===== config.mk =====
export PLATFORM = sky130hd
export DESIGN_NAME = btn_step_gen
export DESIGN_NICKNAME = d
export VERILOG_FILES = /design/src/rtl/btn_step_gen_pkg.sv /design/src/rtl/btn_step_gen_debounce.sv /design/src/rtl/btn_step_gen.sv
export SDC_FILE = /design/constraint.sdc
export NUM_CORES = 1
export LEC_CHECK = 0
export CAP_MARGIN = 20
export CORE_MARGIN = 2
export CORE_UTILIZATION = 60
export CTS_BUF_LIST = sky130_fd_sc_hd__clkbuf_4 sky130_fd_sc_hd__clkbuf_8
export CTS_CLUSTER_SIZE = 14
export DETAILED_ROUTE_END_ITERATION = 12
export PLACE_DENSITY_LB_ADDON = 0.15
export SLEW_MARGIN = 20
export SYNTH_ARGS = -nofsm -noshare
export SYNTH_HDL_FRONTEND = slang
export SYNTH_SLANG_ARGS = --single-unit

===== constraint.sdc =====
create_clock -name clk -period 4.29 [get_ports clk]
set_input_delay 0.6435 -clock clk [delete_from_list [all_inputs] [get_ports clk]]
set_output_delay 0.6435 -clock clk [all_outputs]
set_load 0.02 [all_outputs]

===== src/rtl/btn_step_gen_pkg.sv =====
// Shared definitions for the button step-pulse generator: FSM state and
// step-direction encodings plus default timing for a 50 MHz board clock.
package btn_step_gen_pkg;

    typedef enum logic [1:0] {
        ST_IDLE    = 2'd0,
        ST_DELAY   = 2'd1,
        ST_REPEAT  = 2'd2,
        ST_LOCKOUT = 2'd3
    } state_e;

    typedef enum logic {
        DIR_UP = 1'b0,
        DIR_DN = 1'b1
    } dir_e;

    localparam int unsigned DEF_DEBOUNCE_CYC     = 500000;
    localparam int unsigned DEF_REPEAT_DELAY_CYC = 25000000;
    localparam int unsigned DEF_REPEAT_RATE_CYC  = 5000000;
    localparam int unsigned DEF_CNT_W            = 25;

endpackage


===== src/rtl/btn_step_gen_debounce.sv =====
// Two-flop synchroniser followed by a stable-count debouncer for one button.
// Ports:
//   clk, reset  - system clock, async active-high reset
//   btn_raw     - raw asynchronous button pin
//   db          - debounced level (registered)
module btn_step_gen_debounce
    import btn_step_gen_pkg::*;
#(
    parameter int unsigned DEBOUNCE_CYC = DEF_DEBOUNCE_CYC,
    parameter int unsigned CNT_W        = DEF_CNT_W
) (
    input  logic clk,
    input  logic reset,
    input  logic btn_raw,
    output logic db
);

    logic             sync1_q, sync1_d;
    logic             sync2_q, sync2_d;
    logic             db_q, db_d;
    logic [CNT_W-1:0] cnt_q, cnt_d;

    // Level flips only after DEBOUNCE_CYC consecutive differing samples.
    always_comb begin
        sync1_d = btn_raw;
        sync2_d = sync1_q;
        db_d    = db_q;
        cnt_d   = '0;
        if (sync2_q != db_q) begin
            if (cnt_q == CNT_W'(DEBOUNCE_CYC - 1)) begin
                db_d  = ~db_q;
                cnt_d = '0;
            end else begin
                cnt_d = cnt_q + CNT_W'(1);
            end
        end
    end

    always_ff @(posedge clk or posedge reset) begin
        if (reset) begin
            sync1_q <= 1'b0;
            sync2_q <= 1'b0;
            db_q    <= 1'b0;
            cnt_q   <= '0;
        end else begin
            sync1_q <= sync1_d;
            sync2_q <= sync2_d;
            db_q    <= db_d;
            cnt_q   <= cnt_d;
        end
    end

    assign db = db_q;

endmodule


===== src/rtl/btn_step_gen.sv =====
// Turns two raw push-buttons into single-cycle up/down step pulses with
// press-and-hold auto-repeat, for editing the sec/min BCD counters.
// Ports:
//   clk, reset                - system clock, async active-high reset
//   btn_up_raw, btn_down_raw  - raw asynchronous button pins
//   enable                    - 1 = edit mode, pulses allowed
//   up, down                  - one-cycle step pulses (never both)
//   held                      - high while a button is in auto-repeat hold
module btn_step_gen
    import btn_step_gen_pkg::*;
#(
    parameter int unsigned DEBOUNCE_CYC     = DEF_DEBOUNCE_CYC,
    parameter int unsigned REPEAT_DELAY_CYC = DEF_REPEAT_DELAY_CYC,
    parameter int unsigned REPEAT_RATE_CYC  = DEF_REPEAT_RATE_CYC,
    parameter int unsigned CNT_W            = DEF_CNT_W
) (
    input  logic clk,
    input  logic reset,
    input  logic btn_up_raw,
    input  logic btn_down_raw,
    input  logic enable,
    output logic up,
    output logic down,
    output logic held
);

    logic db_up, db_dn;
    logic db_up_dly_q, db_dn_dly_q;
    logic rise_up, rise_dn;
    logic dir_btn, other_btn;

    state_e           state_q, state_d;
    dir_e             dir_q, dir_d;
    logic [CNT_W-1:0] timer_q, timer_d;
    logic             up_q, up_d;
    logic             down_q, down_d;
    logic             held_q, held_d;

    btn_step_gen_debounce #(
        .DEBOUNCE_CYC (DEBOUNCE_CYC),
        .CNT_W        (CNT_W)
    ) u_db_up (
        .clk     (clk),
        .reset   (reset),
        .btn_raw (btn_up_raw),
        .db      (db_up)
    );

    btn_step_gen_debounce #(
        .DEBOUNCE_CYC (DEBOUNCE_CYC),
        .CNT_W        (CNT_W)
    ) u_db_dn (
        .clk     (clk),
        .reset   (reset),
        .btn_raw (btn_down_raw),
        .db      (db_dn)
    );

    assign rise_up   = db_up & ~db_up_dly_q;
    assign rise_dn   = db_dn & ~db_dn_dly_q;
    assign dir_btn   = (dir_q == DIR_UP) ? db_up : db_dn;
    assign other_btn = (dir_q == DIR_UP) ? db_dn : db_up;

    // Next-state, repeat timer and pulse generation.
    always_comb begin
        state_d = state_q;
        dir_d   = dir_q;
        timer_d = timer_q;
        up_d    = 1'b0;
        down_d  = 1'b0;
        // held lags the state by one cycle so it rises after the first pulse
        held_d  = (state_q == ST_DELAY) || (state_q == ST_REPEAT);

        if (!enable) begin
            state_d = (db_up || db_dn) ? ST_LOCKOUT : ST_IDLE;
            timer_d = '0;
        end else begin
            case (state_q)
                ST_IDLE: begin
                    timer_d = '0;
                    if (db_up && db_dn) begin
                        state_d = ST_LOCKOUT;
                    end else if (rise_up) begin
                        up_d    = 1'b1;
                        dir_d   = DIR_UP;
                        state_d = ST_DELAY;
                    end else if (rise_dn) begin
                        down_d  = 1'b1;
                        dir_d   = DIR_DN;
                        state_d = ST_DELAY;
                    end
                end
                ST_DELAY, ST_REPEAT: begin
                    // exits win over a timer expiry landing on the same cycle
                    if (other_btn) begin
                        state_d = ST_LOCKOUT;
                        timer_d = '0;
                    end else if (!dir_btn) begin
                        state_d = ST_IDLE;
                        timer_d = '0;
                    end else if ((state_q == ST_DELAY &&
                                  timer_q == CNT_W'(REPEAT_DELAY_CYC - 1)) ||
                                 (state_q == ST_REPEAT &&
                                  timer_q == CNT_W'(REPEAT_RATE_CYC - 1))) begin
                        up_d    = (dir_q == DIR_UP);
                        down_d  = (dir_q == DIR_DN);
                        state_d = ST_REPEAT;
                        timer_d = '0;
                    end else begin
                        timer_d = timer_q + CNT_W'(1);
                    end
                end
                ST_LOCKOUT: begin
                    timer_d = '0;
                    if (!db_up && !db_dn) begin
                        state_d = ST_IDLE;
                    end
                end
                default: begin
                    state_d = ST_IDLE;
                    timer_d = '0;
                end
            endcase
        end
    end

    always_ff @(posedge clk or posedge reset) begin
        if (reset) begin
            state_q     <= ST_IDLE;
            dir_q       <= DIR_UP;
            timer_q     <= '0;
            up_q        <= 1'b0;
            down_q      <= 1'b0;
            held_q      <= 1'b0;
            db_up_dly_q <= 1'b0;
            db_dn_dly_q <= 1'b0;
        end else begin
            state_q     <= state_d;
            dir_q       <= dir_d;
            timer_q     <= timer_d;
            up_q        <= up_d;
            down_q      <= down_d;
            held_q      <= held_d;
            db_up_dly_q <= db_up;
            db_dn_dly_q <= db_dn;
        end
    end

    assign up   = up_q;
    assign down = down_q;
    assign held = held_q;

endmodule


=== Yosys cells after proc, flatten, opt, wreduce, memory -nomap -nowiden ===
Index checks and enable logic that the tools add are counted.

* Input port bits: 5
* Flip-flop bits (word level): 89
* Output and inout bits: 3
* Word-level logic and storage cells: 94

* $add $sub $neg: 3
* Bitwise gates (word level): 8
* Muxes and demuxes: 38
* Equality and inequality tests: 12
* Reductions and logical operators: 17

{| class="wikitable"
|+ Operator list
! operator !! number
|-
| 25-bit two-way mux || 8
|-
| 25-bit by 1-bit adder with 25-bit output, second input constant || 3
|-
| 25-bit by 19-bit == test with 1-bit output, second input constant || 2
|-
| 25-bit one-hot mux with 2 select lines || 1
|-
| 25-bit by 23-bit == test with 1-bit output, second input constant || 1
|-
| 25-bit == test, second input constant || 1
|-
| 2-bit two-way mux || 9
|-
| 1-bit two-way mux || 17
|-
| 5-bit != test, second input constant || 2
|-
| 1-bit NOT || 6
|-
| 2-bit one-hot mux with 3 select lines || 1
|-
| 2-bit == test, second input constant || 2
|-
| 1-bit logical AND || 4
|-
| 1-bit one-hot mux with 2 select lines || 2
|-
| 2-bit AND reduction || 2
|-
| 4-bit AND reduction || 1
|-
| 2-bit OR reduction || 2
|-
| 1-bit logical OR || 3
|-
| 3-bit != test, second input constant || 1
|-
| 3-bit AND reduction || 1
|-
| 1-bit AND || 2
|-
| 2-bit by 1-bit == test with 1-bit output, second input constant || 1
|-
| 1-bit logical NOT || 2
|-
| 2-bit logical NOT || 1
|-
| other kinds (2) || 3
|}

=== Depth between registers and ports, before layout ===
* Word-level depth: 8
* Mapped depth: 9
* Depth with buffers taken out: 7

=== Hierarchy ===
A second synthesis with hierarchy kept.

* Cells, all modules: 457
* Area total of the unflattened synthesis: 4649.5 µm²

{| class="wikitable"
|+ Modules (own cells, without submodules)
! module !! cells an instance !! area an instance (µm²) !! instances
|-
| btn_step_gen || 180 || 1804.2 || 1
|-
| btn_step_gen_debounce (u_db_up) || 139 || 1438.9 || 1
|-
| btn_step_gen_debounce (u_db_dn) || 138 || 1406.3 || 1
|}

=== Worst setup path before layout ===
No wires, ideal clock.

* Kind: register to register
* From: register timer_q[7]
* To: register state_q[1]
* Clock period less this slack: 2.365 ns
* Setup slack: 1.925 ns
* Arrival time: 2.240 ns
* Stages on the path, launching flop included: 6
* Path buffers: 0
* Cell sequence: dfrtp_1 -> or4b_1 -> or4b_4 -> a2111oi_4 -> o22ai_2 -> mux2_4

* Cells in the longest elaborated chain, start to end: 5
* Elaborated cells between the ends (all ways): 7

{| class="wikitable"
|+ RTL lines
! item !! line !! text
|-
| start, declared || btn_step_gen.sv:34 || <nowiki>logic [CNT_W-1:0] timer_q, timer_d;</nowiki>
|-
| start signal, assigned || btn_step_gen.sv:140 || <nowiki>timer_q <= timer_d;</nowiki>
|-
| 25-bit == test / 25-bit by 23-bit == test with 1-bit output (equally long branches) || btn_step_gen.sv:102, btn_step_gen.sv:104 ||
|-
| 1-bit logical AND (on tied branches) || btn_step_gen.sv:101, btn_step_gen.sv:103 ||
|-
| 1-bit logical OR * || btn_step_gen.sv:102 || <nowiki>timer_q == CNT_W'(REPEAT_DELAY_CYC - 1)) ||</nowiki>
|-
| 5-bit != test (no line) * || n/a ||
|-
| 3-bit AND reduction (no line) * || n/a ||
|-
| end signal, assigned || btn_step_gen.sv:138 || <nowiki>state_q <= state_d;</nowiki>
|-
| end, declared || btn_step_gen.sv:32 || <nowiki>state_e state_q, state_d;</nowiki>
|}

Every way passes the cells marked *; elsewhere a longest branch is shown, timed or not.
A chain may end at the register's enable or synchronous reset.

=== Final worst setup path ===
* From: register timer_q[7]
* To: register timer_q[18]

* Cells in the longest elaborated chain, start to end: 8
* Elaborated cells between the ends (all ways): 11

{| class="wikitable"
|+ RTL lines
! item !! line !! text
|-
| branches (longest 3 deep; another with 25-bit by 1-bit adder with 25-bit output) || n/a ||
|-
| 25-bit two-way mux * || btn_step_gen.sv:101 || <nowiki>end else if ((state_q == ST_DELAY &&</nowiki>
|-
| 25-bit two-way mux * || btn_step_gen.sv:98 || <nowiki>end else if (!dir_btn) begin</nowiki>
|-
| 25-bit two-way mux * || btn_step_gen.sv:95 || <nowiki>if (other_btn) begin</nowiki>
|-
| 25-bit one-hot mux with 2 select lines * || btn_step_gen.sv:78 || <nowiki>case (state_q)</nowiki>
|-
| 25-bit two-way mux * || btn_step_gen.sv:74 || <nowiki>if (!enable) begin</nowiki>
|-
| via timer_d[18] || btn_step_gen.sv:34 ||
|}

Mark *: on every way through the listed nets, which the timed path passes.

==> key figures <==
Synth
  – Adder-cell share of the synthesized area: 2.28%
  – Post-Syn Nets: 458
  – Top-count cell post-synth: dfrtp_1
  – Multiplexer area fraction after synthesis: under 10%
  – Sequential share of the synthesized area: between 50% and 60%
  – Synth Area in Compound Gates: roughly 2.7%
  – Cells after synthesis: 445
  – Syn_area_per_cell: ~9.9 sq um
  – Cell accounting for the most synthesized area: dfrtp_1
  – Xor and xnor area share after synthesis: 14.0%
  – Cell Area, Synth: 4390 sq um
  – Ys flop type: dfrtp_1
  – Yosys warnings: 0
  – Main area contributors after synthesis: dfrtp_1 51%, xor2_1 9.6%, nor2_1 7.5%, xnor2_1 4.4%, nand3_1 4.1%
  – Synth top area share: between 50% and 60%
  – Synth top cells by count: 89 x dfrtp_1, 88 x nor2_1, 48 x xor2_1, 36 x nand3_1, 26 x nand2_1
  – Cell variety after synth: between 40 and 50
  – Synth Area in Simple Gates: 25.4%
  – FF+latch count, synth: 89
  – Largest family of logic cells by synthesized area: simple AND/OR/NAND/NOR gates
  – EDFF count, synth: 0
  – Synth async-reset ratio: 100%

Layout
  – FF+latch area: around 2200 sq um
  – Final net count: 464
  – Filler Cells Inserted: 600
  – Fin util: 66.1%
  – Antenna Cells: 0
  – Area Overhead vs Synth: 8.10%
  – Share of cells above drive strength 1: 7.68%
  – Final instance area: 4740 sq um
  – Fin cells: 555
  – Footprint of the multi-input gates: 2030 sq um

Status
  – Status: complete, no violations

Detailed routing
  – Via/cell ratio: 5.37
  – Final ANT Viol Nets: 0
  – DR vias: 2983
  – Routed length per instance: ~14 um
  – DRC errors left: 0
  – Initial DRC Count: 183
  – Total Routed Length: 7780 um
  – Initial DRT Pass Iterations: 4

Clock network
  – Post-CTS setup buffers: 0
  – H-tree Lvls: 3
  – Root Driver: clkbuf_8
  – Reg clk slew, reported paths: 90 ps
  – TritonCTS Buffers: 9
  – CTS sink count: 89
  – Post-cts hold buffer count: 0
  – Clk_lat worst skew: 350 ps
  – CTS max path bufs: 2
  – # resized after CTS: 0
  – CTS tree: done

Power and ir drop
  – Design Power: roughly 1.5 mW
  – PD cells: 319 nW/um^2
  – LEAKAGE: 1.96 nW
  – VDD IR max: 0.000177 V

Timing
  – Final setup viols: 0
  – RSZ-0062 raised after global routing: no
  – Hold Fails Final Rpt: 0
  – WHS: 365 ps
  – Fin crit share: 66.9%
  – Final min period: approximately 2900 ps
  – Max_slew headroom: 44.0%
  – Final Max Tran Viols: 0
  – Worst Skew: 8.03 ps
  – Fin Setup TNS: 0 ps
  – Slew @ Worst Pin: 834 ps
  – Worst setup margin: 1420 ps
  – F_max: 349 MHz

Place
  – PortBufs: 7
  – Pre-CTS setup slack: 1430 ps
  – Gp weighted congestion: 0.817
  – Area after DPL: 4530 sq um
  – DP Wirelength: around 5300 um
  – # placed instances: 539

Critical path
  – CP Launch Point: timer_q[7]
  – CP Capture Type: flip-flop
  – Critical path data arrival time: just over 3000 ps
  – Reg-to-reg critical path startpoint: timer_q[7]
  – CP endpoint: timer_q[18]
  – CP max stage cell: or2_1
  – CP startpoint kind: flip-flop
  – Worst path cell trace: or4b_1 > or4b_4 > a2111oi_4 > or2_1 > nor2_1
  – CP Max Fanout: 24
  – CP peak stage delay: 670 ps
  – CP required: 4490 ps
  – Critical setup path kind: flip-flop to flip-flop
  – R2R cell count: 5
  – FF-to-FF End: timer_q[18]
  – R2r setup slk: 1420 ps

Global routing
  – Initial antenna violation count: 0
  – Total grt overflow: 0
  – First-pass GRT wire length: 13300 um
  – Global Route Usage Sum: 21.5%
  – Number of global-route vias before repair: 2983
  – Largest net degree at the start of global routing: 43

Floorplan
  – Row cnt: 31
  – Die Width: 89.5 um
  – Initial Util: between 60% and 70%
  – I/O Pins: 8
  – Core ar.: about 7200 sq um
  – Die area: 8010 sq um
  – Die height: 89.5 um

Flow run
  – Max Cap Violations: 0

Worst hold path
  – HP Class: flip-flop to flip-flop
[kinds of logic after synthesis]
family / Yosys count
xor gates and xnor gates: 70
and+or+nand+nor: 226
buffers and inverters: 30
muxes: 6
AOI/OAI and AO/OA: 16
DFF: 89
adders and majority gates: 8
[layout make-up]
type,instances,area share (%)
flip-flops and latches,89,47.0
clock buffers,11,3.06
repair buffers,11,2.11
multi-input cells,326,42.8
clock inverters,5,1.32
well taps,99,2.61
inverters,14,1.13
[state kept, by name, summed over array words and instances (netlist names), 2 cells and up]
name and cells:
u_db_dn.cnt_q 25, u_db_up.cnt_q 25, state_q 2, timer_q 25
[worst max-delay path, delay by kind of cell, from the launching register on]
kind	cells	cell delay [ps]
AOI/OAI and AO/OA	1	420
DFF	1	410
and+or+nand+nor	4	1890
[cells in the final DEF, fill, tap and decap left out, drive strengths merged, types with 2 or more instances in the layout]
cell,synthesis,final
ha,8,8
o22ai,3,3
nor2,88,88
or2,6,6
mux2i,3,3
a21oi,8,8
buf,3,4
clkinv,0,2
xnor2,22,22
mux2,3,3
and2,2,2
nor2b,4,4
nor4b,2,2
nor3,8,8
clkdlybuf4s50,0,7
nor4,13,13
nand3b,2,2
clkbuf,13,11
and3,7,7
dfrtp,89,89
and4,4,4
nand3,36,36
nand2,26,26
clkinvlp,0,2
xor2,48,48
or4,2,2
inv,14,14
or4b,3,3
nand4,19,19
[per-layer routing]
metal	up-vias	routed length [um]	part of all wire, %	GRT usage (%)
met1	1437	3790	49	29.2
met4	0	92	1.2	6.24
li1	1506	-	-	-
met5	-	0	0	0
met2	33	3710	48	34.9
met3	7	182	2.3	4.62
[worst min-delay path by stage]
stage	startpoint	endpoint	cells after the start
2_1_floorplan	u_db_dn.sync1_q	u_db_dn.sync2_q	0
3_3_place_gp	u_db_dn.sync1_q	u_db_dn.sync2_q	0
3_5_place_dp	u_db_up.sync1_q	u_db_up.sync2_q	0
4_1_cts	u_db_dn.sync1_q	u_db_dn.sync2_q	0
5_1_grt	u_db_dn.sync1_q	u_db_dn.sync2_q	0
6_report	u_db_dn.sync1_q	u_db_dn.sync2_q	0
[where the power goes]
part | internal (mW) | switching, mW
clock network | 0.295 | 0.293
logic | 0.0239 | 0.0461
registers | 0.848 | 0.00810
total | 1.17 | 0.347
(Power assumes the default switching activity.)
